File: config.mk
export PLATFORM = sky130hd
export DESIGN_NAME = traffic_phase_scheduler
export DESIGN_NICKNAME = d
export VERILOG_FILES = /design/src/rtl/traffic_pkg.sv /design/src/rtl/traffic_phase_scheduler_tick_prescaler.sv /design/src/rtl/traffic_phase_scheduler.sv
export SDC_FILE = /design/constraint.sdc
export NUM_CORES = 1
export LEC_CHECK = 0
export BUFFER_PORTS_ARGS = -buffer_cell sky130_fd_sc_hd__buf_2
export CAP_MARGIN = 20
export CORE_MARGIN = 2
export CORE_UTILIZATION = 59
export CTS_BUF_LIST = sky130_fd_sc_hd__clkbuf_16
export DETAILED_ROUTE_END_ITERATION = 10
export GPL_TIMING_DRIVEN = 0
export PLACE_DENSITY = 0.77
export SYNTH_ARGS = -nofsm -noshare
export SYNTH_HDL_FRONTEND = slang
export SYNTH_HIERARCHICAL = 1
export SYNTH_SLANG_ARGS = --single-unit
File: constraint.sdc
create_clock -name clk -period 3.2 [get_ports clk]
set_clock_uncertainty 0.2 [all_clocks]
set_input_delay 0.96 -clock clk [delete_from_list [all_inputs] [get_ports clk]]
set_output_delay 0.96 -clock clk [all_outputs]
set_load 0.01 [all_outputs]
File: src/rtl/traffic_pkg.sv
// Shared phase codes, config selectors and reset durations for the traffic phase scheduler.
package traffic_pkg;

  typedef enum logic [2:0] {
    PH_ALL_RED = 3'd0,
    PH_A_GRN   = 3'd1,
    PH_A_YEL   = 3'd2,
    PH_A_CLR   = 3'd3,
    PH_B_GRN   = 3'd4,
    PH_B_YEL   = 3'd5,
    PH_B_CLR   = 3'd6,
    PH_FLASH   = 3'd7
  } phase_t;

  localparam logic [1:0] SEL_YEL = 2'b01;
  localparam logic [1:0] SEL_GRN = 2'b10;
  localparam logic [1:0] SEL_RED = 2'b11;

  localparam int RST_GREEN  = 5;
  localparam int RST_YELLOW = 1;
  localparam int RST_RED    = 1;

  // Returns {led4_r, led4_g, led4_b, led5_r, led5_g, led5_b}; whichever head is not granted shows red.
  function automatic logic [5:0] head_leds(phase_t p);
    case (p)
      PH_A_GRN: return 6'b010_100;
      PH_A_YEL: return 6'b110_100;
      PH_B_GRN: return 6'b100_010;
      PH_B_YEL: return 6'b100_110;
      default:  return 6'b100_100;
    endcase
  endfunction

endpackage

File: src/rtl/traffic_phase_scheduler_tick_prescaler.sv
// Free-running divider producing a one-cycle tick every TICK_DIV clocks.
module tick_prescaler #(
  parameter int TICK_DIV = 100_000_000
) (
  input  logic clk,
  input  logic rst,
  output logic tick
);

  localparam int CW = (TICK_DIV > 1) ? $clog2(TICK_DIV) : 1;
  localparam logic [CW-1:0] LAST = CW'(TICK_DIV - 1);

  logic [CW-1:0] count;

  assign tick = (count == LAST);

  always_ff @(posedge clk or negedge rst) begin
    if (!rst)      count <= '0;
    else if (tick) count <= '0;
    else           count <= count + 1'b1;
  end

endmodule

File: src/rtl/traffic_phase_scheduler.sv
// Two-head traffic sequencer with round-robin arbitration and programmable phase durations.
// Optional flashing-yellow mode is enabled by defining FLASH_MODE_EN.
module traffic_phase_scheduler
  import traffic_pkg::*;
#(
  parameter int TICK_DIV = 100_000_000,
  parameter int DUR_W    = 4
) (
  input  logic             clk,
  input  logic             rst,
  input  logic             cfg_valid,
  input  logic [1:0]       cfg_sel,
  input  logic [DUR_W-1:0] cfg_data,
  output logic             cfg_ready,
  input  logic             req_a,
  input  logic             req_b,
`ifdef FLASH_MODE_EN
  input  logic             flash,
`endif
  output logic             led4_r,
  output logic             led4_g,
  output logic             led4_b,
  output logic             led5_r,
  output logic             led5_g,
  output logic             led5_b,
  output logic [2:0]       phase,
  output logic [DUR_W-1:0] remain
);

  localparam logic [DUR_W-1:0] ONE = DUR_W'(1);

  logic             tick;
  logic             load_cyc;
  phase_t           state_q, state_nxt;
  logic [DUR_W-1:0] remain_q, remain_nxt;
  logic             last_b_q, last_b_nxt;
  logic [5:0]       leds_q, leds_nxt;
  logic [DUR_W-1:0] t_green, t_yellow, t_red;
  logic             req_opp, go_opp, pick_b;

  tick_prescaler #(.TICK_DIV(TICK_DIV)) u_prescaler (
    .clk  (clk),
    .rst  (rst),
    .tick (tick)
  );

  function automatic logic [DUR_W-1:0] dur_for(phase_t p, logic [DUR_W-1:0] g,
                                               logic [DUR_W-1:0] y, logic [DUR_W-1:0] r);
    logic [DUR_W-1:0] d;
    case (p)
      PH_A_GRN, PH_B_GRN: d = g;
      PH_A_YEL, PH_B_YEL: d = y;
      default:            d = r;
    endcase
    return (d == '0) ? ONE : d;
  endfunction

  // Opposite of the last grant wins unless only the same direction is asking.
  assign req_opp = last_b_q ? req_a : req_b;
  assign go_opp  = req_opp || (!req_a && !req_b);
  assign pick_b  = go_opp ? !last_b_q : last_b_q;

`ifdef FLASH_MODE_EN
  logic flash_d, flash_odd, flash_odd_nxt;
  assign load_cyc      = tick && (remain_q == ONE) && !flash;
  assign flash_odd_nxt = flash ? ((flash_d ? flash_odd : 1'b0) ^ tick) : 1'b0;
`else
  assign load_cyc = tick && (remain_q == ONE);
`endif

  assign cfg_ready = !load_cyc;

  always_comb begin
    state_nxt  = state_q;
    remain_nxt = remain_q;
    last_b_nxt = last_b_q;
`ifdef FLASH_MODE_EN
    if (flash) begin
      state_nxt  = PH_FLASH;
      remain_nxt = '0;
    end else if (flash_d) begin
      state_nxt  = PH_ALL_RED;
      remain_nxt = dur_for(PH_ALL_RED, t_green, t_yellow, t_red);
    end else
`endif
    if (state_q == PH_FLASH) begin
      state_nxt  = PH_ALL_RED;
      remain_nxt = ONE;
    end else if (tick) begin
      if (remain_q > ONE) begin
        remain_nxt = remain_q - 1'b1;
      end else begin
        case (state_q)
          PH_A_GRN: state_nxt = PH_A_YEL;
          PH_A_YEL: state_nxt = PH_A_CLR;
          PH_B_GRN: state_nxt = PH_B_YEL;
          PH_B_YEL: state_nxt = PH_B_CLR;
          default: begin
            state_nxt  = pick_b ? PH_B_GRN : PH_A_GRN;
            last_b_nxt = pick_b;
          end
        endcase
        remain_nxt = dur_for(state_nxt, t_green, t_yellow, t_red);
      end
    end
    leds_nxt = head_leds(state_nxt);
`ifdef FLASH_MODE_EN
    if (flash) leds_nxt = flash_odd_nxt ? 6'b110_110 : 6'b000_000;
`endif
  end

  always_ff @(posedge clk or negedge rst) begin
    if (!rst) begin
      state_q  <= PH_ALL_RED;
      remain_q <= ONE;
      last_b_q <= 1'b1;
      leds_q   <= 6'b100_100;
`ifdef FLASH_MODE_EN
      flash_d   <= 1'b0;
      flash_odd <= 1'b0;
`endif
    end else begin
      state_q  <= state_nxt;
      remain_q <= remain_nxt;
      last_b_q <= last_b_nxt;
      leds_q   <= leds_nxt;
`ifdef FLASH_MODE_EN
      flash_d   <= flash;
      flash_odd <= flash_odd_nxt;
`endif
    end
  end

  // A write cannot land on a load cycle, so a new value only takes effect at a later load.
  always_ff @(posedge clk or negedge rst) begin
    if (!rst) begin
      t_green  <= DUR_W'(RST_GREEN);
      t_yellow <= DUR_W'(RST_YELLOW);
      t_red    <= DUR_W'(RST_RED);
    end else if (cfg_valid && cfg_ready) begin
      case (cfg_sel)
        SEL_YEL: t_yellow <= cfg_data;
        SEL_GRN: t_green  <= cfg_data;
        SEL_RED: t_red    <= cfg_data;
        default: ;
      endcase
    end
  end

  assign {led4_r, led4_g, led4_b, led5_r, led5_g, led5_b} = leds_q;
  assign phase  = state_q;
  assign remain = remain_q;

endmodule

==> impl_metrics.toml, run 1 <==
[clock_tree]
clk_path_buf_depth = 2
clock_sinks = 51
cts_tree = "built"
worst_skew_pair.late_latency_ps = 290
holdBufCountCts = 0
numCtsBuffers = 5
cts-root-buf = "clkbuf_16"
clk_pin_slew_ps = 70
cts_htree_levels = 2

[run_status]
status = "complete, but fails checks"
violations = "negative setup slack"

[floorplan]
rows = 25
die_w_um = 73.6
fp.coreArea_sq_um = 4690
dieArea_sq_um = 5410
initial_utilization = 0.609
pin_count = 25
die_y_um = 73.6

[synthesis]
synthCells = 289
synth_seq_cells = 51
yosysWarnings = 6
ys.flop_type = "dfrtp_1"
synth_area_leader_cell = "dfrtp_1"
async_reset_ff_frac = 1.00
avgSynthCellArea_sq_um = 9.88
netlist_top_cells_area = "dfrtp_1 38%, dfstp_2 7.4%, mux2_2 3.5%"
yosysMostFrequentCell = "dfrtp_1"
synth_edf_count = 0
synthDominantCellAreaShare = 0.377
synth_area_sq_um = 2860
synth_commonest_cells = "43 x dfrtp_1, 22 x nand2_1, 21 x nor2_1, 15 x a21oi_1, 14 x o21ai_0"
ys_seq_area_frac = 0.450
synth_cell_types = 59

[timing]
rsz0062_at_grt = "yes"
fin_crit_ps = 3260
final.setup.worst_slack_ps = -64.1
hold_slack_ps = 285
final-setup-viol-count = 1
max_freq_mhz = 306
maxSlewViolCount = 0
finalHoldViolations = 0
relSlewSlack = 0.342
tightestPinTransition_ps = 977
period_share = 1.02

[setup_path]
cp.arrival_ps = 2100
crit_fanout = 2
cp-start-kind = "register"
critPathKind = "register to output pin"
setup.worst_path.end_class = "output pin"
critical_path_required_ps = 2040

[global_route]
antenna_found_initial = 0
grt_pass1_wl_um = 10600
grt_max_degree = 52
overflow = 0
grt_pass1_vias = 2252
grt_use_total = 0.255

[power_and_ir_drop]
p_leak_nw = 1.45
power_density_nw_per_um2 = 425
irDropWorstVdd_mv = 0.322
total_power_w = 0.00143

[placement]
dp.cells = 366
dp_slack_ps = -690
port_buffers = 22
place_hpwl_um = 4180
gp_congestion = 0.904
placed_area_sq_um = 3040

[drt]
routed_wl_um = 6230
viasPerCell = 6.17
drt_first_pass_iters = 4
vias = 2363
wl_per_cell_um = 16.3
drcViolationCount = 0
drtAntennaViolNets = 0
initialDrtViolationCount = 231

[final_layout]
n_antenna_cell = 0
synthToLayoutAreaGrowth_pct = 17.6
drive_gt1_frac = 0.274
final_cell_area_sq_um = 3360
fin_cells = 383
layout.nets = 342

[run]
max_cap_violations = 0

[min_path]
hold_class = "register to register"
-- final cells by class --
class | instances | area [sq um]
Multi-Input combinational cell | 214 | 1490
Fill cell | 359 | 1330
Sequential cell | 51 | 1290
Timing Repair Buffer | 32 | 204
Clock buffer | 5 | 125
Buffer | 13 | 101
Tap cell | 54 | 67.6
Clock inverter | 3 | 43.8
Inverter | 11 | 41.3
-- worst paths after layout --
check | cells after the start | slack [ps] | to | from
hold reg to reg | 1 | 290 | u_prescaler/count[0] | u_prescaler/count[0]
min in group asynchronous | 1 | 410 | u_prescaler/count[23] | rst
setup reg to reg | 11 | 340 | t_yellow[2] | u_prescaler/count[8]
setup / recovery | 7 | -60 | cfg_ready | u_prescaler/count[8]
max in group asynchronous | 2 | 1780 | t_yellow[0] | rst
hold / removal | 1 | 290 | u_prescaler/count[0] | u_prescaler/count[0]
-- per-layer routing --
layer	track usage	part of all wire
met3	0.0535	0.057
met1	0.368	0.47
met2	0.397	0.46
met4	0.0586	0.0095
met5	0	0
-- stage by stage --
stage          TNS (ps)  utilization
3_3_place_gp      -4360        0.647
5_1_grt            -161        0.716
6_report          -64.1        0.716
2_1_floorplan         0            -
3_5_place_dp      -5500        0.647
4_1_cts           -69.6        0.703
-- cells by family (layout without fill, tap and decap cells) --
group	after synthesis	in the layout	synth area share
xor+xnor	15	15	0.0460
fa+ha+maj	5	5	0.0202
compound gates	63	63	0.145
flops	51	51	0.450
mux	18	18	0.0723
simple gates	111	111	0.216
other cells	1	2	0.00131
buf+inv	25	64	0.0491
-- power by group --
group | internal [W] | switching [W] | total [W]
sequential | 0.000683 | 0.0000288 | 0.000712
combinational | 0.0000586 | 0.0000562 | 0.000115
clock | 0.000369 | 0.000234 | 0.000603
-- placed cells by master (no fill, tap or decap), types with 9 or more instances in the layout --
master   netlist  final
nand2_1       22     22
a21oi_1       15     15
nor2_1        21     21
dfrtp_1       43     41
buf_4          6     15
buf_2          1     21
inv_1         11     11
o21ai_0       14     14
mux2_2         9      9
nand3_1       11     10
nor3_1        12     11
-- what timing repair did --
action                                  CTS  global route
hold endpoints to repair                  0             0
pin swaps                                 4             4
endpoints found under the setup margin   24             1
buffers inserted                          7             2
gates resized for setup                  11             4
-- registers in the layout, summed over array words and instances (netlist names) --
register,flops
t_yellow,4
remain,4
last_b_q,1
t_red,4
t_green,4
phase,3
leds_q,4
u_prescaler/count,27
-- worst max-delay path, stage by stage, from the launching register on --
cell	delay, ps
dfrtp_2	430
nor4b_4	290
nand4_1	240
nor3_4	250
buf_6	140
nor3b_4	210
nand2_2	110
buf_6	130
Note: power is estimated with default switching activity, not from simulation.
==> inputs of run 2 (changes only) <==
--- a/config.mk
+++ b/config.mk
@@ -12,7 +12,7 @@
 export CTS_BUF_LIST = sky130_fd_sc_hd__clkbuf_16
 export DETAILED_ROUTE_END_ITERATION = 10
 export GPL_TIMING_DRIVEN = 0
-export PLACE_DENSITY = 0.77
+export PLACE_DENSITY_LB_ADDON = 0.1
 export SYNTH_ARGS = -nofsm -noshare
 export SYNTH_HDL_FRONTEND = slang
 export SYNTH_HIERARCHICAL = 1
==> impl_metrics.toml, run 2 (synthesized netlist as in run 1, its figures left out) <==
[final_layout]
final_cell_mix = "39 x dfrtp_1, 22 x nand2_1, 21 x nor2_1, 21 x buf_2, 17 x buf_4"
drive_gt1_frac = 0.278
final_common_cell = "dfrtp_1"
regMostFlops = "u_prescaler/count"
fin_cells = 385
nFillCells = 348
synthToLayoutAreaGrowth_pct = 17.0
n_antenna_cell = 0
fin_util = 0.712
final_cell_area_sq_um = 3340
layout.nets = 344
largest_reg_flops = 27

[clock_tree]
cts_tree = "built"
clk_pin_slew_ps = 60
clock_sinks = 51
worst_skew_pair.late_latency_ps = 290
holdBufCountCts = 0
numCtsBuffers = 5
cts_htree_levels = 2
clk_path_buf_depth = 2
cts-root-buf = "clkbuf_16"

[drt]
routed_wl_um = 5980
viasPerCell = 6.00
drtAntennaViolNets = 0
initialDrtViolationCount = 187
drt_first_pass_iters = 4
vias = 2309
drcViolationCount = 0
wl_per_cell_um = 15.5

[min_path]
hold_path.startpoint = "u_prescaler/count[0]"
whs_path_depth = 1
hold_class = "register to register"
hold_end = "u_prescaler/count[0]"

[floorplan]
die_w_um = 73.6
fp.coreArea_sq_um = 4690
dieArea_sq_um = 5410
rows = 25
pin_count = 25
die_y_um = 73.6
initial_utilization = 0.609

[power_and_ir_drop]
power_density_nw_per_um2 = 402
irDropWorstVdd_mv = 0.310
total_power_w = 0.00134
p_leak_nw = 1.44

[setup_path]
rr_startpoint = "u_prescaler/count[4]"
crit_top_cell = "buf_6"
critPathKind = "register to output pin"
rrSetupSlack_ps = 420
slowest_delay_ps = 430
critical_path_required_ps = 2040
reg2reg_depth = 11
path_buf_inv = 2
setup.worst_path.end_class = "output pin"
crit_fanout = 5
path_cells = "and4_1 -> nand3_4 -> nor3_4 -> buf_6 -> nor3b_4 -> nand2_2 -> buf_6"
cp-start-kind = "register"
cp.arrival_ps = 1960
crit_family = "simple AND/OR/NAND/NOR gates"
worst_r2r_endpoint = "last_b_q"
slowest_stage = "dfrtp_1"

[run]
max_cap_violations = 0

[timing]
max_freq_mhz = 320
finalHoldViolations = 0
maxSlewViolCount = 0
rsz0062_at_grt = "yes"
period_share = 0.975
hold_slack_ps = 262
relSlewSlack = 0.394
tightestPinTransition_ps = 901
fin_crit_ps = 3120
final-setup-viol-count = 0

[global_route]
grt_pass1_vias = 2090
antenna_found_initial = 0
grt_max_degree = 52
grt_use_total = 0.241
grt_pass1_wl_um = 10000
overflow = 0

[run_status]
status = "complete, no violations"

[placement]
placed_area_sq_um = 3040
port_buffers = 22
place_hpwl_um = 4110
dp.cells = 366
gp_congestion = 0.809
-- run 2: changes by cell type in the layout (fill, tap and decap cells not counted), sizes merged --
cell,previous run,this run
buf,42,44
bufinv,1,0
inv,11,12
-- run 2: through the flow --
step,TNS [ps],setup WS [ps]
finish,0,79.7
CTS,0,1.25
global placement,-5560,-706
global route,-96.4,-96.4
detailed placement,-6680,-749
floorplan,0,51.5
-- run 2: power breakdown --
part           leakage, nW  switching [W]  total, W  internal [W]
Clock               0.0726       0.000234  0.000520      0.000286
Combinational        0.727      0.0000553  0.000114     0.0000586
Sequential           0.644      0.0000266  0.000709      0.000683
-- run 2: worst max path at each step --
stage	from	end	slack [ps]	cells after the start
floorplan	u_prescaler/count[0]	cfg_ready	50	7
global placement	u_prescaler/count[13]	cfg_ready	-710	8
detailed placement	u_prescaler/count[13]	cfg_ready	-750	8
CTS	u_prescaler/count[12]	cfg_ready	1	7
global route	u_prescaler/count[12]	cfg_ready	-100	7
finish	u_prescaler/count[4]	cfg_ready	80	7
-- run 2: layout make-up --
| class | instances | area (sq um) | share of cell area |
|---|---|---|---|
| Buffer | 13 | 101 | 0.0303 |
| Clock buffer | 5 | 125 | 0.0374 |
| Clock inverter | 3 | 16.3 | 0.00487 |
| Inverter | 11 | 41.3 | 0.0124 |
| Multi-Input combinational cell | 214 | 1480 | 0.443 |
| Sequential cell | 51 | 1290 | 0.386 |
| Tap cell | 54 | 67.6 | 0.0202 |
| Timing Repair Buffer | 34 | 219 | 0.0655 |
-- run 2: per-layer routing --
layer	vias to the layer above	part of all wire	GRT usage
li1	1135	-	-
met1	1093	0.49	0.380
met2	66	0.43	0.329
met3	15	0.052	0.0329
met4	0	0.023	0.0990
met5	-	0	0
-- run 2: what timing repair did --
item	in CTS	in global routing
cloned	0	0
setup endpoints to repair	24	1
pin swaps	4	4
buffers inserted	9	2
hold endpoints to repair	0	0
resized for setup	12	5
